`config.mk`:
```
export PLATFORM = sky130hd
export DESIGN_NAME = uart_cmd_assembler_flat
export DESIGN_NICKNAME = d
export VERILOG_FILES = /design/src/rtl/uart_cmd_if.sv /design/src/rtl/uart_cmd_assembler.sv /design/src/flat_wrapper.sv
export SDC_FILE = /design/constraint.sdc
export NUM_CORES = 1
export LEC_CHECK = 0
export ABC_AREA = 1
export CAP_MARGIN = 10
export CORE_ASPECT_RATIO = 0.6
export CORE_MARGIN = 2
export CORE_UTILIZATION = 59
export CTS_BUF_LIST = sky130_fd_sc_hd__clkbuf_8 sky130_fd_sc_hd__clkbuf_16
export CTS_CLUSTER_DIAMETER = 120
export DETAILED_ROUTE_END_ITERATION = 8
export PLACE_DENSITY = 0.9
export SYNTH_ARGS = -nofsm -noshare
export SYNTH_HDL_FRONTEND = slang
export SYNTH_SLANG_ARGS = --single-unit
```
`constraint.sdc`:
```
create_clock -name i_clk -period 4 [get_ports i_clk]
set_input_delay 0.4 -clock i_clk [delete_from_list [all_inputs] [get_ports i_clk]]
set_output_delay 0.4 -clock i_clk [all_outputs]
set_load 0.01 [all_outputs]
```
`src/rtl/uart_cmd_if.sv`:
```
// Byte-in / word-out handshake bundle for the UART command assembler.
// The receiver side (bench or UART) uses the master modport and the
// assembler uses the slave modport.
interface uart_cmd_if #(
  parameter int DW = 32
);
  logic          i_stb;
  logic [7:0]    i_byte;
  logic          i_busy;
  logic          o_stb;
  logic [DW+1:0] o_word;
  logic          o_err;
  logic          o_drop;

  modport master (
    output i_stb, i_byte, i_busy,
    input  o_stb, o_word, o_err, o_drop
  );

  modport slave (
    input  i_stb, i_byte, i_busy,
    output o_stb, o_word, o_err, o_drop
  );
endinterface

```
`src/rtl/uart_cmd_assembler.sv`:
```
// UART ASCII command assembler.
// Stage 1 registers the class of each received byte. Stage 2 is an FSM that
// builds {cmd, payload} words from hex digits. A first-word-fall-through FIFO
// queues finished words for a downstream consumer that may apply backpressure.
module uart_cmd_assembler #(
  parameter int DW         = 32,
  parameter int FIFO_DEPTH = 4
) (
  input  logic       i_clk,
  input  logic       i_reset,
  uart_cmd_if.slave  bus
);
  localparam int NIB = DW / 4;
  localparam int NW  = $clog2(NIB + 1);
  localparam int AW  = $clog2(FIFO_DEPTH);
  localparam int CW  = AW + 1;

  typedef enum logic [2:0] {CL_DIGIT, CL_CMD, CL_TERM, CL_SKIP, CL_OTHER} cls_t;
  typedef enum logic [1:0] {ST_IDLE, ST_OPEN, ST_BAD} state_t;

  // ---------------- stage 1: byte classification ----------------
  logic [6:0] ch;
  cls_t       cls_c;
  logic [3:0] nib_c;
  logic [1:0] cmd_c;

  assign ch = bus.i_byte[6:0];

  // Decode the 7-bit ASCII byte; only lowercase letters count as hex digits.
  always_comb begin
    cls_c = CL_OTHER;
    nib_c = 4'd0;
    cmd_c = 2'd0;
    if (ch >= 7'h30 && ch <= 7'h39) begin
      cls_c = CL_DIGIT;
      nib_c = 4'(ch - 7'h30);
    end else if (ch >= 7'h61 && ch <= 7'h66) begin
      cls_c = CL_DIGIT;
      nib_c = 4'(ch - 7'h57);
    end else begin
      case (ch)
        7'h52:               begin cls_c = CL_CMD; cmd_c = 2'd0; end
        7'h57:               begin cls_c = CL_CMD; cmd_c = 2'd1; end
        7'h41:               begin cls_c = CL_CMD; cmd_c = 2'd2; end
        7'h53:               begin cls_c = CL_CMD; cmd_c = 2'd3; end
        7'h45, 7'h0D, 7'h0A: cls_c = CL_TERM;
        7'h20:               cls_c = CL_SKIP;
        default:             cls_c = CL_OTHER;
      endcase
    end
  end

  logic       s1_valid;
  cls_t       s1_cls;
  logic [3:0] s1_nib;
  logic [1:0] s1_cmd;

  // Register the classified byte so the FSM acts one cycle after the strobe.
  always_ff @(posedge i_clk) begin
    if (i_reset) begin
      s1_valid <= 1'b0;
      s1_cls   <= CL_OTHER;
      s1_nib   <= 4'd0;
      s1_cmd   <= 2'd0;
    end else begin
      s1_valid <= bus.i_stb;
      s1_cls   <= cls_c;
      s1_nib   <= nib_c;
      s1_cmd   <= cmd_c;
    end
  end

  // ---------------- stage 2: word assembly FSM ----------------
  state_t        state_r, state_s;
  logic [1:0]    cmd_r, cmd_s;
  logic [DW-1:0] payload_r, payload_s;
  logic [NW-1:0] ndig_r, ndig_s;
  logic          push_s;
  logic          err_s;

  // Hold FSM state, latched command, payload and digit count.
  always_ff @(posedge i_clk) begin
    if (i_reset) begin
      state_r   <= ST_IDLE;
      cmd_r     <= 2'd0;
      payload_r <= '0;
      ndig_r    <= '0;
    end else begin
      state_r   <= state_s;
      cmd_r     <= cmd_s;
      payload_r <= payload_s;
      ndig_r    <= ndig_s;
    end
  end

  // Next state, push request and error pulse; a command letter both closes
  // the open word and starts the next one.
  always_comb begin
    state_s   = state_r;
    cmd_s     = cmd_r;
    payload_s = payload_r;
    ndig_s    = ndig_r;
    push_s    = 1'b0;
    err_s     = 1'b0;
    if (s1_valid && !i_reset) begin
      case (state_r)
        ST_IDLE: begin
          if (s1_cls == CL_CMD) begin
            state_s   = ST_OPEN;
            cmd_s     = s1_cmd;
            payload_s = '0;
            ndig_s    = '0;
          end else if (s1_cls == CL_DIGIT) begin
            err_s = 1'b1;
          end else begin
            state_s = ST_IDLE;
          end
        end
        ST_OPEN: begin
          case (s1_cls)
            CL_DIGIT: begin
              if (ndig_r < NW'(NIB)) begin
                payload_s = {payload_r[DW-5:0], s1_nib};
                ndig_s    = ndig_r + 1'b1;
              end else begin
                err_s   = 1'b1;
                state_s = ST_BAD;
              end
            end
            CL_TERM: begin
              push_s  = 1'b1;
              state_s = ST_IDLE;
            end
            CL_CMD: begin
              push_s    = 1'b1;
              cmd_s     = s1_cmd;
              payload_s = '0;
              ndig_s    = '0;
            end
            CL_SKIP:  state_s = ST_OPEN;
            default: begin
              err_s   = 1'b1;
              state_s = ST_IDLE;
            end
          endcase
        end
        ST_BAD: begin
          case (s1_cls)
            CL_TERM:  state_s = ST_IDLE;
            CL_OTHER: state_s = ST_IDLE;
            CL_CMD: begin
              state_s   = ST_OPEN;
              cmd_s     = s1_cmd;
              payload_s = '0;
              ndig_s    = '0;
            end
            default:  state_s = ST_BAD;
          endcase
        end
        default: state_s = ST_IDLE;
      endcase
    end else begin
      push_s = 1'b0;
    end
  end

  // ---------------- output FIFO (first-word fall-through) ----------------
  logic [DW+1:0] mem [FIFO_DEPTH];
  logic [AW-1:0] rd_ptr_r, wr_ptr_r;
  logic [CW-1:0] count_r;
  logic          full_s, pop_s, wr_en_s;

  assign full_s  = (count_r == CW'(FIFO_DEPTH));
  assign pop_s   = bus.o_stb && !bus.i_busy;
  assign wr_en_s = push_s && (!full_s || pop_s);

  assign bus.o_stb  = (count_r != '0);
  assign bus.o_word = bus.o_stb ? mem[rd_ptr_r] : '0;
  assign bus.o_err  = err_s;
  assign bus.o_drop = push_s && full_s && !pop_s;

  // Store the completed word; storage needs no reset since count gates o_word.
  always_ff @(posedge i_clk) begin
    if (wr_en_s) begin
      mem[wr_ptr_r] <= {cmd_r, payload_r};
    end
  end

  // Advance pointers and occupancy; push and pop may coincide when full.
  always_ff @(posedge i_clk) begin
    if (i_reset) begin
      rd_ptr_r <= '0;
      wr_ptr_r <= '0;
      count_r  <= '0;
    end else begin
      if (pop_s)   rd_ptr_r <= rd_ptr_r + 1'b1;
      if (wr_en_s) wr_ptr_r <= wr_ptr_r + 1'b1;
      case ({wr_en_s, pop_s})
        2'b10:   count_r <= count_r + 1'b1;
        2'b01:   count_r <= count_r - 1'b1;
        default: count_r <= count_r;
      endcase
    end
  end
endmodule

```
`src/flat_wrapper.sv`:
```
// flat-port wrapper written by rule: the top's interface ports become plain ports
module uart_cmd_assembler_flat 
#(
  parameter int DW         = 32,
  parameter int FIFO_DEPTH = 4
)
  (i_clk, i_reset, bus_i_stb, bus_i_byte, bus_i_busy, bus_o_stb, bus_o_word, bus_o_err, bus_o_drop);
  uart_cmd_if #(.DW(DW)) bus_i ();
  input  logic i_clk;
  input  logic i_reset;
  input wire logic [$bits(bus_i.i_stb)-1:0] bus_i_stb;
  input wire logic [$bits(bus_i.i_byte)-1:0] bus_i_byte;
  input wire logic [$bits(bus_i.i_busy)-1:0] bus_i_busy;
  output wire logic [$bits(bus_i.o_stb)-1:0] bus_o_stb;
  output wire logic [$bits(bus_i.o_word)-1:0] bus_o_word;
  output wire logic [$bits(bus_i.o_err)-1:0] bus_o_err;
  output wire logic [$bits(bus_i.o_drop)-1:0] bus_o_drop;
  assign bus_i.i_stb = bus_i_stb;
  assign bus_i.i_byte = bus_i_byte;
  assign bus_i.i_busy = bus_i_busy;
  assign bus_o_stb = bus_i.o_stb;
  assign bus_o_word = bus_i.o_word;
  assign bus_o_err = bus_i.o_err;
  assign bus_o_drop = bus_i.o_drop;
  uart_cmd_assembler #(.DW(DW), .FIFO_DEPTH(FIFO_DEPTH)) u_core (.i_clk(i_clk), .i_reset(i_reset), .bus(bus_i));
endmodule
```
==> run summary, run 1 <==
The post-layout minimum cycle time is 3030 ps. Number of cells in the finished layout apart from fillers: 1063. The topmost layer with routed signal wires was met4.

The logs give 0 for the number of warnings reported in the yosys synthesis log and 430 ps for the clock insertion delay at the later pin of the skew report. For the final design utilization, the log shows 0.691. The run gives 0.00816 mm2 as the netlist area before placement. The tools report the starting density of the core as 0.600. The worst-case setup slack after placement is 1080 ps. For this run, the post-layout net count is 897.

The number of DRC violations after detailed routing was 0; the detailed-route wire length per cell was 17.1 um. The relative slew slack was 0.299. Ranked by total cell area, the synthesized netlist is headed by edfxtp_1 50%, dfxtp_1 14%, nor2_1 10%.

Dividing total power by cell area gives a power density of 479 mW/mm2. In the final routing, the length of wire on met1 measures 7.89 mm. The number of cell instances on the worst register-to-register path works out to 7. The number of clock buffers added by TritonCTS is 17. The tools report the via count of the first global-routing pass as 5683. The final weighted congestion of routability-driven global placement was 0.864; the total inserted antenna cells was 0. The initial antenna violation count was 0.

After technology mapping, the gate count stands at 836. The number of nets handed over by synthesis was 858. Slack of the critical path: 968 ps. Along the worst path, the maximum fanout reaches 68. Number of max-slew violations in the final report: 0. The fraction of final layout cells sized beyond drive strength 1 came out at 0.0687. The slew at the pin closest to its max-slew limit was 1050 ps; the estimated wirelength of the detail-placed design was 10.9 mm. Setup repair after global routing left no endpoint under its margin. Setup violations remaining at the end of the flow were counted as 0.

Required time reported for the critical path endpoint: 3600 ps. The min-delay analysis places its worst path in the category flop to flop. Clock-pin slew was measured on the worst setup and hold paths at 70 ps. The floorplan die width works out to 156 um. VDD sags by at most 293 uV.

After detailed placement, the design holds a cell count of 1031. Summing over every cut layer, the via total after detailed routing is 6019. Buffers inserted to repair hold after CTS numbered 0.

The floorplan has 33 rows. In this design, the critical path's most frequently occurring cell is nor2_1. The largest single stage delay on the critical path is 600 ps. 49 I/O pins were placed. Length of routed met2 wiring: 8.47 mm. The worst setup path is captured at an output pin. The ratio of final minimum period to clock period was 0.758; the total of flip-flops plus latches after synthesis was 195. Summed over all cells, the static leakage comes to 0.00345 uW. For the worst setup path, the data arrival time is 2630 ps. The top-area cell type share of the netlist area was 0.501; the area growth from synthesis to final layout was 15.1%. The remaining number of nets flagged by the antenna check after routing is 0. Buffers placed on the I/O ports in this run total 47. The number of cells on the worst hold path is 1.

STA classifies the critical path startpoint as a flop. The clock net sink count came out at 195. For the violation count after the first detailed-routing iteration, the log shows 625. The number of max-capacitance violations reported is 0, and the leftover overflow at the end of global routing is 0. In this run, post-CTS repair resized a total of 0 instances.

Highest clock frequency the design can meet: 330 MHz. Post-CTS timing repair inserted 0 buffers for setup. Wire segments on met3 add up to 1.59 mm in the final route. TritonCTS built the clock tree.

The pin count of the biggest net entering global routing was 69. The area of the die is 0.0148 mm2, and the worst clock skew is 7.14 ps. Setup TNS: 0 ps.

The die height came out at 95.1 um. The total area inside the core boundary comes to 0.0136 mm2. The run finished with clean final reports. The number of hold violations in the final report is 0, and the total iterations of the first detailed-routing run is 6.

Wire length of the first global-routing pass: 28.6 mm. The post-synthesis sequential area ratio was 0.645. The clock passes through at most 2 buffers. The logs give 4 for the H-tree depth and 475 ps for the hold slack. The critical path goes through buf_4 > nor2_1 > nor2_1 > o21ai_0 > a21oi_1 > clkdlybuf4s50_1. After detailed routing, the total wire length is 18.1 mm. Yosys mapped the design onto 29 distinct sky130hd cell types. Cell type with the largest total area after synthesis: edfxtp_1. The post-detailed-route via-to-cell ratio is 5.66. Worst-path cell with the longest stage delay: clkdlybuf4s50_1.

The root buffer cell chosen for the clock tree is clkbuf_16. The average instance in the mapped netlist occupies 9.76 um2. The overall global routing resource usage is 0.256.

Classification of the worst setup path: flop to output pin.
[per-layer routing]
layer	vias to the layer above	GRT usage
met5	-	0
met4	0	0.0772
met3	21	0.0600
met2	291	0.412
met1	2826	0.354
li1	2881	-
[kinds of logic after synthesis]
| kind of cell | Yosys count | share of synthesized area |
|---|---|---|
| xor+xnor | 1 | 0.00107 |
| fa+ha+maj | 10 | 0.0163 |
| compound gates | 167 | 0.105 |
| flops | 195 | 0.645 |
| buf+inv | 110 | 0.0561 |
| simple gates | 353 | 0.176 |
[Yosys cell counts]
library cell	n
nand3b_1	1
nand3_1	22
nor2_1	221
nand4_1	13
nand2_2	1
a21oi_1	62
ha_1	9
nand3_2	1
edfxtp_1	136
o21ai_1	27
dfxtp_1	59
buf_6	4
o2111ai_1	1
nor2_2	2
inv_2	4
nand3_4	2
buf_2	6
o211ai_1	1
o21ai_0	75
buf_4	2
fa_1	1
nand2_1	84
clkinv_1	2
nor3_1	5
clkbuf_1	28
xor2_1	1
inv_1	64
o21ai_4	1
or2_2	1
[critical path: cells and delay by family (launching register included)]
family,cells,cell delay (ps)
AOI/OAI and AO/OA,2,410
buffers and inverters,2,1180
DFF,1,340
and+or+nand+nor,2,240
[report_power, final]
group	switching, uW	internal, uW	total, uW
Combinational	369	255	623
Sequential	12.1	2140	2160
Clock	779	939	1720
Total	1160	3340	4500
[path summary, 6_finish.rpt]
path	startpoint	to	slack (ps)
max	flop	bus_o_word[1]	970
min	u_core.rd_ptr_r[0]	flop	470
max reg2reg	u_core.state_r[0]	u_core.mem[2][33]	1320
min reg2reg	u_core.rd_ptr_r[0]	flop	470
[per-stage QoR]
step	cell area, um2	total power, uW
2_1_floorplan	8160	2520
3_3_place_gp	8790	2800
3_5_place_dp	8790	2820
4_1_cts	9390	4510
5_1_grt	9390	4660
6_report	9390	4500
[registers in the layout, summed over array words and instances (netlist names), 3 cells and up, named ones only]
| signal | flops |
|---|---|
| u_core.mem | 136 |
| u_core.count_r | 3 |
| u_core.s1_cls | 3 |
| u_core.ndig_r | 4 |
| u_core.payload_r | 32 |
| u_core.s1_nib | 4 |
[cells in the final DEF, fill, tap and decap left out, types with 9 or more instances in the layout]
cell,netlist,routed
buf_4,2,12
nand3_1,22,22
o21ai_0,75,75
inv_1,64,64
o21ai_1,27,27
a21oi_1,62,62
ha_1,9,9
clkdlybuf4s50_1,0,47
nand4_1,13,13
nand2_1,84,84
nor2_1,221,217
clkbuf_16,0,17
dfxtp_1,59,58
edfxtp_1,136,136
[layout make-up]
type / count / area [um2]
flip-flops and latches: 195 / 5270
well taps: 175 / 219
multi-input cells: 531 / 2460
inverters: 70 / 263
repair buffers: 60 / 581
clock buffers: 17 / 425
clock inverters: 15 / 174
fillers: 952 / 4190
No activity file was read; power rests on OpenSTA's default activity.
==> run 2: changes to the inputs <==
clock period = 3 ns   (was 4 ns; I/O delays follow)
==> run summary, run 2 (synthesis gave the netlist of run 1 again) <==
Worst clock skew: 8.47 ps (+1.33 ps). The tools report the leakage power total as 0.00347 uW (+0.66%). The worst register-to-register path begins at u_core.state_r[0].

The via count of the first global-routing pass is 5637 (-0.81%), and the setup violation total in the final timing report is 0 (unchanged). H-tree depth: 4 (unchanged). For the violation count after the first detailed-routing iteration, the log shows 637 (+1.9%).

The initial antenna violation count came out at 0 (unchanged). For the count of instances resized after the clock tree is built, the log shows 0 (unchanged). Busiest layer in global routing: met2.

The number of cells on the worst hold path was 3 (+2); the starting density of the core was 0.600 (unchanged). The final weighted congestion of routability-driven global placement came out at 0.897 (+3.8%). The estimated wirelength of the detail-placed design is 10.4 mm (-5.0%), and the arrival time of data at the critical path endpoint is 2330 ps (-300 ps). The slew at the pin closest to its max-slew limit was 995 ps (-54.9 ps). The required time reported for the critical path endpoint was 2700 ps (-900 ps). The global-route track usage on met1 is 0.354 (about the same). TritonCTS built the clock tree. The post-layout minimum cycle time is 2630 ps. The number of nets at the end of the flow came out at 895 (-0.22%). The flow ran to the end, and the final reports show no timing, DRC or antenna violations. The relative slew slack came out at 0.335 (+0.0367).

For the number of max-slew violations in the final report, the log shows 0 (unchanged). The tree is rooted in a clkbuf_16. The fraction of met2 tracks used by global routing is 0.415 (+0.00332), and the ratio of final minimum period to clock period is 0.876. Areal power density over the cells: 636 mW/mm2 (+33%). The largest vdd supply drop was 470 uV (+61%). The tools report the met3 demand-to-capacity share in global routing as 0.0518 (-0.00818). The remaining number of nets flagged by the antenna check after routing was 0 (unchanged).

The switching part of the total power was 0.247 (-0.0109); the worst-case setup slack after placement was 449 ps (-626 ps). In the layout the commonest cells are 217 x nor2_1, 136 x edfxtp_1, 84 x nand2_1. The flip-flop count of the largest register, all copies and words added is 136 (unchanged), and the clock net sink count is 195 (unchanged). The wire length of the first global-routing pass came out at 28.7 mm (+0.27%). The part of the total power dissipated in sequential elements came out at 0.480 (about the same).

The register containing the most flip-flops in the final layout is u_core.mem. The clock insertion delay at the later pin of the skew report came out at 430 ps (about the same). The post-detailed-route via-to-cell ratio came out at 5.68 (+0.34%). For the highest clock frequency the design can meet, the log shows 381 MHz.

The tools report the multi-input logic area as 0.00246 mm2 (unchanged). The logs give 5 (-1) for the total iterations of the first detailed-routing run and 69 (unchanged) for the pin count of the biggest net entering global routing. The tools report the startpoint kind of the worst setup timing path as a flop.

The number of cell instances on the worst register-to-register path was 7 (unchanged); the I/O pin total was 49 (unchanged). For the setup slack on the worst flop-to-flop path, the log shows 840 ps (-480 ps). In this run the most critical hold path is launched from bus_i_stb. The biggest fanout along the worst timing path is 68 (unchanged).

The logs give 33 (unchanged) for the number of placement rows and 0.258 (+0.00132) for the overall global routing resource usage. The fraction of final layout cells sized beyond drive strength 1 works out to 0.0632 (-0.00549). The leftover overflow at the end of global routing came out at 0 (unchanged). The worst register-to-register path ends at u_core.mem[1][16]. The floorplan die width was 156 um (unchanged); the area growth from synthesis to final layout was 15.6%. The total internal power was 4520 uW (+35%).

The logs give 0.380 (-0.002) for the part of the total power dissipated in the clock network and 0 (unchanged) for the number of DRC violations after detailed routing. The largest registers in the layout are u_core.mem: 136 flops, u_core.payload_r: 32 flops. The setup TNS was 0 ps (unchanged); the die height was 95.1 um (unchanged). For the sequential cell area in the final layout, the log shows 0.00527 mm2 (unchanged).

The worst setup path is captured at an output pin. The slack of the critical path is 372 ps (-596 ps). The library cell used most frequently in the layout, excluding fill and tap cells, is nor2_1.

The hold-fix buffer count after cts is 0 (unchanged), and the detailed-route wire length per cell is 17.0 um (-0.59%). Total inserted antenna cells: 0 (unchanged). The post-detailed-routing wire length is 18.0 mm (-0.77%).

The tightest min-delay check is of the input pin to flop type. The run gives 1480 uW (+28%) as the net switching power figure. The tools report the destination of the worst hold path as u_core.s1_valid.

The number of hold violations in the final report came out at 0 (unchanged). Total CTS buffers: 17 (unchanged). The number of max-capacitance violations reported is 0 (unchanged).

The hold slack was 385 ps (-90.4 ps); the via count was 6028 (+0.15%). The floorplan core area was 0.0136 mm2 (unchanged). The deepest clock path buffer count came out at 2 (unchanged).

The count of fill cells added during filler insertion is 960 (+0.84%), and the number of buffers inserted by post-CTS setup repair is 0 (unchanged). The clock transition at the registers of the reported paths works out to 60 ps (about the same). Count of buffers from port buffering: 47 (unchanged).

Setup repair after global routing left no endpoint under its margin. The area of the die was 0.0148 mm2 (unchanged). The classification of the worst setup path was flop to output pin.

The fraction of power consumed by combinational cells is 0.140 (about the same).
## run 2: changes by cell type in the layout (fill, tap and decap cells not counted), moves of 3 or more
cell,change
inv_6,-3
buf_12,+5
inv_1,+4
buf_4,-7
## run 2: power by group through the flow
stage / clock network [uW] / registers [uW] / logic (uW)
after floorplan: 0 / 2930 / 434
after global placement: 0 / 2940 / 818
after detailed placement: 0 / 2940 / 836
after CTS: 2300 / 2880 / 844
after global routing: 2400 / 2880 / 920
final: 2280 / 2880 / 840
## run 2: worst max-delay path, stage by stage, from the launching register on
cell             delay, ps
dfxtp_2                370
buf_12                 290
nor2_1                 100
nor2_1                 110
o21ai_0                110
a21oi_1                290
clkdlybuf4s50_1        610
## run 2: cell type report
cell class	instances	share of cell area
sequential	195	0.558
tap	175	0.0232
multi-input combinational	531	0.261
clock buffer	17	0.0451
timing repair buffer	58	0.0666
clock inverter	15	0.0178
inverter	70	0.0279
## run 2: per-layer routing
metal | part of all wire | vias to the layer above
met5 | 0 | -
met4 | 0.019 | 0
met3 | 0.083 | 33
met2 | 0.46 | 293
met1 | 0.44 | 2828
li1 | - | 2874
## run 2: how the worst max path moves through the flow
stage                                 to  slack, ps  depth (start not counted)
global placement    u_core.payload_r[17]        540                          7
global route              bus_o_word[23]        250                          6
floorplan               u_core.mem[0][0]         70                          6
CTS                       bus_o_word[23]        380                          6
detailed placement   u_core.payload_r[4]        450                          7
finish                    bus_o_word[23]        370                          6
## run 2: metrics by stage
stage | instance area, um2 | power [uW] | cells | util
6_report | 9430 | 6000 | 1061 | 0.694
5_1_grt | 9430 | 6200 | 1061 | 0.694
4_1_cts | 9430 | 6020 | 1061 | 0.694
3_5_place_dp | 8840 | 3770 | 1029 | 0.651
3_3_place_gp | 8840 | 3760 | 1029 | 0.651
2_1_floorplan | 8160 | 3360 | 836 | -
==> run 3: changes to the inputs <==
TNS_END_PERCENT = 5   (was default)
==> results of run 3 <==
No change in the layout: final DEF, timing and power equal those of run 2.
